--- src/rtl/skid_pipeline_reg.sv ---
// ---------------------------------------------------------------------------
// skid_pipeline_reg
//
// Purpose: a two-entry valid/ready pipeline stage, also called a skid buffer.
// Every output is driven straight from a flop, so no combinational path runs
// from any input to any output. The main register drives out_data. The skid
// register catches the one beat that can arrive while downstream is stalled
// and in_ready has not yet dropped.
//
// Optional feature: define SKID_PIPELINE_REG_STALL_CNT_EN to add the
// stall_count output. It is a saturating count of the cycles in which a beat
// was offered downstream but not taken. Flush does not clear it.
//
// Parameters:
//   WIDTH           payload width in bits (>=1)
//   STALL_CNT_WIDTH stall counter width in bits (>=1)
//
// Ports:
//   clk          in   rising-edge clock
//   reset        in   asynchronous active-high reset
//   flush        in   synchronous discard of all buffered beats
//   in_valid     in   upstream beat valid
//   in_data      in   upstream payload [WIDTH]
//   in_ready     out  upstream may transfer (flop)
//   out_valid    out  downstream beat valid (flop)
//   out_data     out  downstream payload [WIDTH] (flop)
//   out_ready    in   downstream accepts beat
//   stall_count  out  stall counter [STALL_CNT_WIDTH], only with the macro
// ---------------------------------------------------------------------------
module skid_pipeline_reg #(
  parameter int unsigned WIDTH           = 32,
  parameter int unsigned STALL_CNT_WIDTH = 16
) (
  input  logic                       clk,
  input  logic                       reset,
  input  logic                       flush,
  input  logic                       in_valid,
  input  logic [WIDTH-1:0]           in_data,
  output logic                       in_ready,
  output logic                       out_valid,
  output logic [WIDTH-1:0]           out_data,
  input  logic                       out_ready
`ifdef SKID_PIPELINE_REG_STALL_CNT_EN
  ,
  output logic [STALL_CNT_WIDTH-1:0] stall_count
`endif
);

  typedef enum logic [1:0] {
    EMPTY = 2'd0,
    BUSY  = 2'd1,
    FULL  = 2'd2
  } state_e;

  state_e             state_q, state_d;
  logic [WIDTH-1:0]   main_q, main_d;
  logic [WIDTH-1:0]   skid_q, skid_d;
  logic               inReady_q, inReady_d;
  logic               outValid_q, outValid_d;
  logic               accept;
  logic               pop;

  // Invalid widths produce an empty marker scope, and the elaborated
  // hierarchy shows it.
  if (WIDTH < 1 || STALL_CNT_WIDTH < 1) begin : g_bad_width
  end

  assign accept = in_valid & inReady_q;
  assign pop    = outValid_q & out_ready;

  // The next state and the next data are both worked out here. The handshake
  // flops copy their values from the next state. This keeps them equal to
  // the state decode, but they are still registered.
  always_comb begin
    state_d = state_q;
    main_d  = main_q;
    skid_d  = skid_q;

    if (flush) begin
      state_d = EMPTY;
    end else begin
      case (state_q)
        EMPTY: begin
          if (accept) begin
            main_d  = in_data;
            state_d = BUSY;
          end
        end
        BUSY: begin
          if (accept && pop) begin
            main_d = in_data;
          end else if (accept) begin
            skid_d  = in_data;
            state_d = FULL;
          end else if (pop) begin
            state_d = EMPTY;
          end
        end
        FULL: begin
          if (pop) begin
            main_d  = skid_q;
            state_d = BUSY;
          end
        end
        default: begin
          state_d = EMPTY;
        end
      endcase
    end

    inReady_d  = (state_d != FULL);
    outValid_d = (state_d != EMPTY);
  end

  // Reset holds in_ready low. It rises at the first edge after reset
  // deasserts, because from then on inReady_d is 1 while the state is EMPTY.
  always_ff @(posedge clk or posedge reset) begin
    if (reset) begin
      state_q    <= EMPTY;
      main_q     <= '0;
      skid_q     <= '0;
      inReady_q  <= 1'b0;
      outValid_q <= 1'b0;
    end else begin
      state_q    <= state_d;
      main_q     <= main_d;
      skid_q     <= skid_d;
      inReady_q  <= inReady_d;
      outValid_q <= outValid_d;
    end
  end

  assign in_ready  = inReady_q;
  assign out_valid = outValid_q;
  assign out_data  = main_q;

`ifdef SKID_PIPELINE_REG_STALL_CNT_EN
  logic [STALL_CNT_WIDTH-1:0] stallCount_q;

  // Counts cycles in which a beat was offered but refused, and saturates at
  // all-ones.
  always_ff @(posedge clk or posedge reset) begin
    if (reset) begin
      stallCount_q <= '0;
    end else if (outValid_q && !out_ready && !(&stallCount_q)) begin
      stallCount_q <= stallCount_q + STALL_CNT_WIDTH'(1);
    end
  end

  assign stall_count = stallCount_q;
`endif

endmodule

--- config.mk ---
export PLATFORM = sky130hd
export DESIGN_NAME = skid_pipeline_reg
export DESIGN_NICKNAME = d
export VERILOG_FILES = /design/src/rtl/skid_pipeline_reg.sv
export SDC_FILE = /design/constraint.sdc
export NUM_CORES = 1
export LEC_CHECK = 0
export CORE_MARGIN = 4
export CORE_UTILIZATION = 40
export DETAILED_ROUTE_END_ITERATION = 12
export HOLD_SLACK_MARGIN = 0.03
export PLACE_DENSITY = 0.67
export SKIP_LAST_GASP = 1
export SYNTH_ARGS = -nofsm -noshare
export SYNTH_HDL_FRONTEND = slang
export SYNTH_SLANG_ARGS = --single-unit
--- constraint.sdc ---
create_clock -name clk -period 2.7 [get_ports clk]
set_clock_uncertainty 0.15 [all_clocks]
set_input_delay 0.54 -clock clk [delete_from_list [all_inputs] [get_ports clk]]
set_output_delay 0.54 -clock clk [all_outputs]
set_load 0.01 [all_outputs]
==> results summary, run 1 <==
After synthesis, the share of flip-flops with an asynchronous set or reset is 100%. sky130_fd_sc_hd__dfrtp_1 is the most common cell in the netlist. The number of pins exceeding their max-slew limit in the final report was 0. The wire length on met2 is 2880 um. The final total negative setup slack came out at 0 ns. The highest metal layer with signal wires is met4. For this block, the initial DRC count from the detailed router was around 110. For this run, the post-layout net count is around 340.

The arrival time at the worst endpoint is about 2.2 ns. The highest cell delay on the worst timing path is roughly 0.42 ns. The post-detailed-route DRC marker count came out at 0. Counting both buffers and inverters, the worst setup path holds a total of 1.

Counting every net in the synthesized netlist gives around 270. The die extent in x is roughly 93 um. The number of cells on the worst reg-to-reg path is 4.

The largest fanout on the critical path is 33. The warning count from the yosys run is 0. The setup path with the least slack is of type in -> reg.

The worst voltage drop across the vdd grid came out at approximately 0.00041 V. The fraction of the cycle the final worst path needs is slightly below 80%. The largest individual stage delay along the critical path comes from the cell sky130_fd_sc_hd__clkdlybuf4s50_1. The placer's final routability congestion estimate came out at roughly 0.74. In the synthesized netlist the dominant register cell turns out to be sky130_fd_sc_hd__dfrtp_1. The combinational cell fraction of total power is around a third.

The number of buffers added to fix hold violations after cts is 0. The max-slew headroom at the worst pin came out at 63.7%. After layout, the design draws a total of between 3000 and 4000 uW. The clock tree buffer depth came out at 2. The switching part of the total power came out at 28.8%. Setup repair after global routing left no endpoint under its margin. The synthesized netlist contains 22 unique library cells. The sequential share of power is between 40 and 50%. In this run, synthesis inferred 0 flip-flops with an integrated enable. The clock-pin slew on the worst setup and hold paths is approximately 0.060 ns. The count of port buffers added during placement came out at 70. The synthesis-to-finish area growth is 33.0%. The count of TritonRoute iterations in the first routing pass came out at 4. For this run, the total global-route usage over all layers was measured as roughly 15%. The endpoint of the worst hold-timing path is skid_q[9]$_DFFE_PP0P_. In this run the number of cells on the critical path is 5. The synthesized cell area is around 2900 um2. The areal power density over the cells came out at about 900 nW/um2. The cell that appears most often on the critical path is sky130_fd_sc_hd__or2_4.

The worst register-to-register path begins at state_q[1]$_DFF_PP0_. The commonest cells after synthesis are sky130_fd_sc_hd__dfrtp_1, sky130_fd_sc_hd__o21ai_0, sky130_fd_sc_hd__mux2_2, sky130_fd_sc_hd__mux2i_1, sky130_fd_sc_hd__o21ai_1. The routed length on met3 is about 430 um. Detailed routing inserted a total of roughly 2.0k vias. Subtracting the final worst setup slack from the clock period gives approximately 2.1 ns. The post-cts resize count is 0. The root buffer cell chosen for the clock tree is sky130_fd_sc_hd__clkbuf_8. Walking the worst path, the cells encountered are clkdlybuf4s50_1, a21oi_1, or2_4, or2_4, o21ai_0. TritonCTS created 9 clock buffers. The initial antenna violation count is 0. The startpoint of the worst hold path is skid_q[9]$_DFFE_PP0P_. The reported leakage power came out at ~0.0018 uW. Along the worst hold path, the cell count comes to 1. For this run the aggregate overflow at the end of global routing stands at 0. The effective utilization at floorplan is around two fifths. The number of ports placed on the die boundary came out at slightly above 70.

The diode insertion count for antenna repair is 0. The via count of the first global-routing pass is 2088. TritonCTS built the clock tree. The internal power consumption is around 2500 uW. The pin count of the biggest net entering global routing came out at 45.

The worst flop-to-flop path endpoint is out_data[21]$_DFFE_PP0P_. The tightest hold path in the finished design has a slack of roughly 0.36 ns. The analysis attributes to net switching a power of around 1000 uW.

The die footprint came out at between 8000 and 9000 um2. The class of the worst hold path is reg -> reg. At the pin with the least slew margin, the transition time is approximately 0.54 ns. The core area came out at 6940 um2.

The post-route core utilization came out at between 50% and 60%. The number of sinks on the clock net came out at between 60 and 70. Summed over all instances, the cell type with the most area after synthesis is sky130_fd_sc_hd__dfrtp_1. The die outline height came out at roughly 93 um. The H-tree level count is 3. The wire-length estimate of the detail-placed layout is 4230 um. The max-cap violation count is 0. The number of failing hold endpoints at the final stage came out at 0. The wire length after detailed routing came out at between 6000 and 7000 um.

The area share of the largest cell type after synthesis is about 60%. The worst-skew pair later-pin latency is 0.33 ns. The row count is 30.

The average routed wire per standard cell came out at roughly 16 um. The type of origin of the critical path is an input port. The synthesized netlist cell count is 229. The remaining number of nets flagged by the antenna check after routing came out at 0. Of the cells placed in the final design, the portion with a size suffix greater than 1 is 19.4%. The run finished with clean final reports. The family with the most delay on the worst path is simple AND/OR/NAND/NOR gates. For flop-to-flop paths, the worst setup slack is a little under 0.8 ns. The first global-routing pass estimated 10200 um of wire. By area the synthesized netlist is led by sky130_fd_sc_hd__dfrtp_1, sky130_fd_sc_hd__mux2_2, sky130_fd_sc_hd__mux2i_1. The worst setup path is captured at a flip-flop. The clock network fraction of total power came out at 20.8%.

Data on the critical path is required at its endpoint by approximately 2.7 ns. The post-route met1 wirelength came out at 2880 um. The proportion of synthesized chip area in sequential cells is between 50% and 60%.

Once the clock tree was built, the setup fixing pass inserted 0 buffers. Each instance of the synthesized netlist takes up on average around 13 um2. Dividing the detail-routed via count by the number of cells gives roughly 5.0. The register bit total from synthesis is 68. The count of endpoints failing setup in the final report is 0. The top achievable clock speed came out at approximately 470 MHz.
-- metal layers --
layer	up-vias	track usage [%]
li1	968	-
met1	979	19.6
met2	66	23.2
met3	4	5.55
met4	0	5.37
met5	-	0
-- state kept, by name, summed over array words and instances, names as in the netlist --
name	cells
out_valid	1
in_ready	1
out_data	32
state_q	2
skid_q	32
-- metrics by stage --
step | std cells | instance area [um2] | setup WS, ns
2_1_floorplan | 229 | 2910 | 0.298
3_3_place_gp | 385 | 3700 | 0.280
3_5_place_dp | 385 | 3700 | 0.221
4_1_cts | 400 | 3870 | 0.568
5_1_grt | 400 | 3870 | 0.456
6_report | 400 | 3870 | 0.574
-- power groups by stage --
stage	sequential (uW)	clock [uW]	combinational, uW
floorplan	1700	0	516
global placement	1660	0	1080
detailed placement	1670	0	1110
CTS	1660	741	1110
global route	1710	798	1200
finish	1660	723	1090
-- cell families after synthesis --
group / Yosys count / share of synthesized area, %
muxes: 64 / 23.4
DFF: 68 / 58.5
adders and majority gates: 1 / 0.387
AOI/OAI and AO/OA: 67 / 11.8
and+or+nand+nor: 12 / 2.58
buffers and inverters: 17 / 3.35
-- worst max-delay path by stage --
stage / from / endpoint / slack [ns]
4_1_cts: in_valid / out_data[21]$_DFFE_PP0P_ / 0.57
2_1_floorplan: reset / in_ready$_DFF_PP0_ / 0.30
3_5_place_dp: in_valid / out_data[21]$_DFFE_PP0P_ / 0.22
5_1_grt: in_valid / out_data[21]$_DFFE_PP0P_ / 0.46
3_3_place_gp: in_valid / out_data[19]$_DFFE_PP0P_ / 0.28
6_report: in_valid / out_data[21]$_DFFE_PP0P_ / 0.57
-- placed cells by master, fill, tap and decap left out, types with 2 or more instances in the layout --
master	n
sky130_fd_sc_hd__buf_4	5
sky130_fd_sc_hd__o21ai_1	29
sky130_fd_sc_hd__clkbuf_8	11
sky130_fd_sc_hd__dfrtp_1	68
sky130_fd_sc_hd__mux2i_1	32
sky130_fd_sc_hd__clkdlybuf4s50_1	70
sky130_fd_sc_hd__mux2_2	32
sky130_fd_sc_hd__or2_4	2
sky130_fd_sc_hd__nand2_1	4
sky130_fd_sc_hd__o21ai_0	35
sky130_fd_sc_hd__clkbuf_1	2
sky130_fd_sc_hd__clkinv_2	2
-- layout make-up --
class                      instances  area [um2]
clock buffer                      13         159
clock inverter                     2        10.0
fill                             594        3080
inverter                           1        3.75
multi-input combinational        144        1120
sequential                        68        1700
tap                               96         120
timing repair buffer              76         758
Power figures use the tool's default switching activity.
==> run 2, diff against run 1 <==
==> constraint.sdc (replaced) <==
create_clock -name clk -period 2 [get_ports clk]
set_clock_uncertainty 0.15 [all_clocks]
set_input_delay 0.4 -clock clk [delete_from_list [all_inputs] [get_ports clk]]
set_output_delay 0.4 -clock clk [all_outputs]
set_load 0.01 [all_outputs]
==> results summary, run 2 (synthesized netlist as in run 1, its figures left out) <==
In the final design database the tool counted about 350 nets. The die footprint came out at ~8700 um2. The worst setup slack after layout is approximately 0.19 ns.

Setup repair after global routing left no endpoint under its margin. In the global route stage, overall resource usage came out at 15.7%. The final total negative setup slack came out at 0 ns. The die outline height came out at 93.3 um. In the layout the commonest cells are sky130_fd_sc_hd__clkdlybuf4s50_1, sky130_fd_sc_hd__dfrtp_1, sky130_fd_sc_hd__o21ai_0, sky130_fd_sc_hd__mux2_2, sky130_fd_sc_hd__mux2i_1. The library cell used most frequently in the layout, excluding fill and tap cells, is sky130_fd_sc_hd__clkdlybuf4s50_1. The count of port buffers added during placement is 70. The filler cells instantiated in the layout total 593. The ratio of routed vias to standard cells came out at 5.00. In this design, the largest share of critical-path delay is due to buffers and inverters. For this design, the slowest cell found on the critical path is sky130_fd_sc_hd__clkdlybuf4s50_1. Counting along the longest clock path gives a buffer depth of 2.

The number of pins exceeding their max-slew limit in the final report came out at 0. The first-pass GRT wire length is between 10000 and 15000 um. Headroom to the max-slew limit came out at between 70% and 80%.

The total stage count of the critical path is 1. Once the floorplan was initialized, standard cells occupied between 40% and 50% of the core. STA classifies the critical path endpoint as an output port. CTS placed an instance of sky130_fd_sc_hd__clkbuf_8 at the clock tree root.

The time the final worst path needs with I/O delays and setup came out at about 1.8 ns. Of all nets on the critical path, the largest fanout is 2. CTS saw between 60 and 70 sinks. Dividing the detail-routed wire length by the instance count gives 15.5 um. The fraction of the cycle the final worst path needs came out at 90.5%. After detailed routing, the total wire length is 6350 um. The total design power is about 5000 uW. The repair_antennas step left the layout with diodes totalling 0. The H-tree level count is 3. The type of origin of the critical path is a flip-flop. Of the cells placed in the final design, the portion with a size suffix greater than 1 is 22.4%. The pin count of the biggest net entering global routing came out at 34. The total vias in the final route came out at 2046.

Once the clock tree was built, the setup fixing pass inserted 0 buffers. Once the clock tree was built, the resizer swapped 0 gates to a different size. On the final layout, the worst hold slack is between 0.2 and 0.25 ns. Clock latency on the worst-skew pair, taken at its later pin, is approximately 0.33 ns. TritonCTS built the clock tree. The max-cap violation count came out at 0. The number of buffers and inverters on the critical path is 1.

The required arrival time at the worst endpoint came out at 1.45 ns. The clock-pin slew on the worst setup and hold paths came out at approximately 0.08 ns. The critical path in this run is classified as reg -> out.

Relative to the synthesized area, the layout overhead comes to 37.6%. The number of failing hold endpoints at the final stage is 0. The signal on the critical path passes through clkdlybuf4s50_1. Power spread over the standard cell area amounts to 1240 nW/um2. The via count of the first global-routing pass came out at 2201. The cell area after placement is around 3800 um2.

The flow ran to the end, and the final reports show no timing, DRC or antenna violations. The reported leakage power came out at about 0.0019 uW. The placed wire-length estimate after detailed placement came out at 4420 um. After detailed routing, the number of remaining DRC violations is 0.

The initial antenna violation count came out at 0. The highest cell delay on the worst timing path came out at 0.56 ns. The count of TritonRoute iterations in the first routing pass is 4. The core area came out at between 6000 and 7000 um2. The final global-route overflow total is 0. Static timing analysis puts the maximum clock frequency at around 550 MHz.

After routing the design area is around 4000 um2. The number of buffers added to fix hold violations after cts is 0. The class of the worst hold path is in -> async. The row count came out at 30. Counting cells, the worst reg-to-reg path comes to 4. The die is roughly 93 um wide. Buffers inserted during clock tree synthesis total 9. The placer's final routability congestion estimate is between 0.7 and 0.8.

The number of ports placed on the die boundary came out at between 70 and 80. The detailed router's first-iteration violation count came out at between 70 and 80. The slew at the pin closest to its max-slew limit came out at 0.388 ns.

The worst voltage drop across the vdd grid is a little over 0.0006 V. The remaining number of nets flagged by the antenna check after routing came out at 0. The setup slack at placement is -0.117 ns. STA puts the critical path data arrival time at ~1.3 ns. Setup violations remaining at the end of the flow were counted as 0.
-- run 2: changes by cell type in the layout (fill, tap and decap cells not counted), sizes merged --
| cell | change |
|---|---|
| clkinv | +2 |
| clkbuf | -4 |
| buf | +8 |
| inv | -1 |
| clkinvlp | +2 |
| bufinv | +2 |
-- run 2: worst paths after layout --
kind                                          start                       end  slack (ns)
hold / removal                                reset    skid_q[17]$_DFFE_PP0P_        0.24
min in group clk             skid_q[17]$_DFFE_PP0P_    skid_q[17]$_DFFE_PP0P_        0.36
setup / recovery           out_data[13]$_DFFE_PP0P_              out_data[13]        0.19
max in group asynchronous                     reset  out_data[31]$_DFFE_PP0P_        1.00
setup reg to reg               state_q[1]$_DFF_PP0_  out_data[14]$_DFFE_PP0P_        0.24
hold reg to reg              skid_q[17]$_DFFE_PP0P_    skid_q[17]$_DFFE_PP0P_        0.36
-- run 2: cell type report --
class,count,area [um2],area share (%)
repair buffers,84,843,21.1
multi-input cells,144,1120,27.9
clock inverters,7,91.3,2.28
clock buffers,9,124,3.09
well taps,96,120,3.00
flip-flops and latches,68,1700,42.5
inverters,1,7.51,0.188
-- run 2: report_power, final --
| group | internal (uW) | switching (uW) |
|---|---|---|
| registers | 1940 | 288 |
| logic | 917 | 598 |
| clock network | 697 | 520 |
| total | 3560 | 1410 |
-- run 2: per-layer routing --
layer	routed length [um]	GRT usage, %
met1	2890	21.1
met2	3040	24.8
met3	364	3.46
met4	52	5.86
met5	0	0
-- run 2: stage by stage --
stage	cells	util, %
after detailed placement	393	54.6
after global routing	409	57.7
after CTS	409	57.7
after global placement	393	54.6
after floorplan	229	-
final	409	57.7
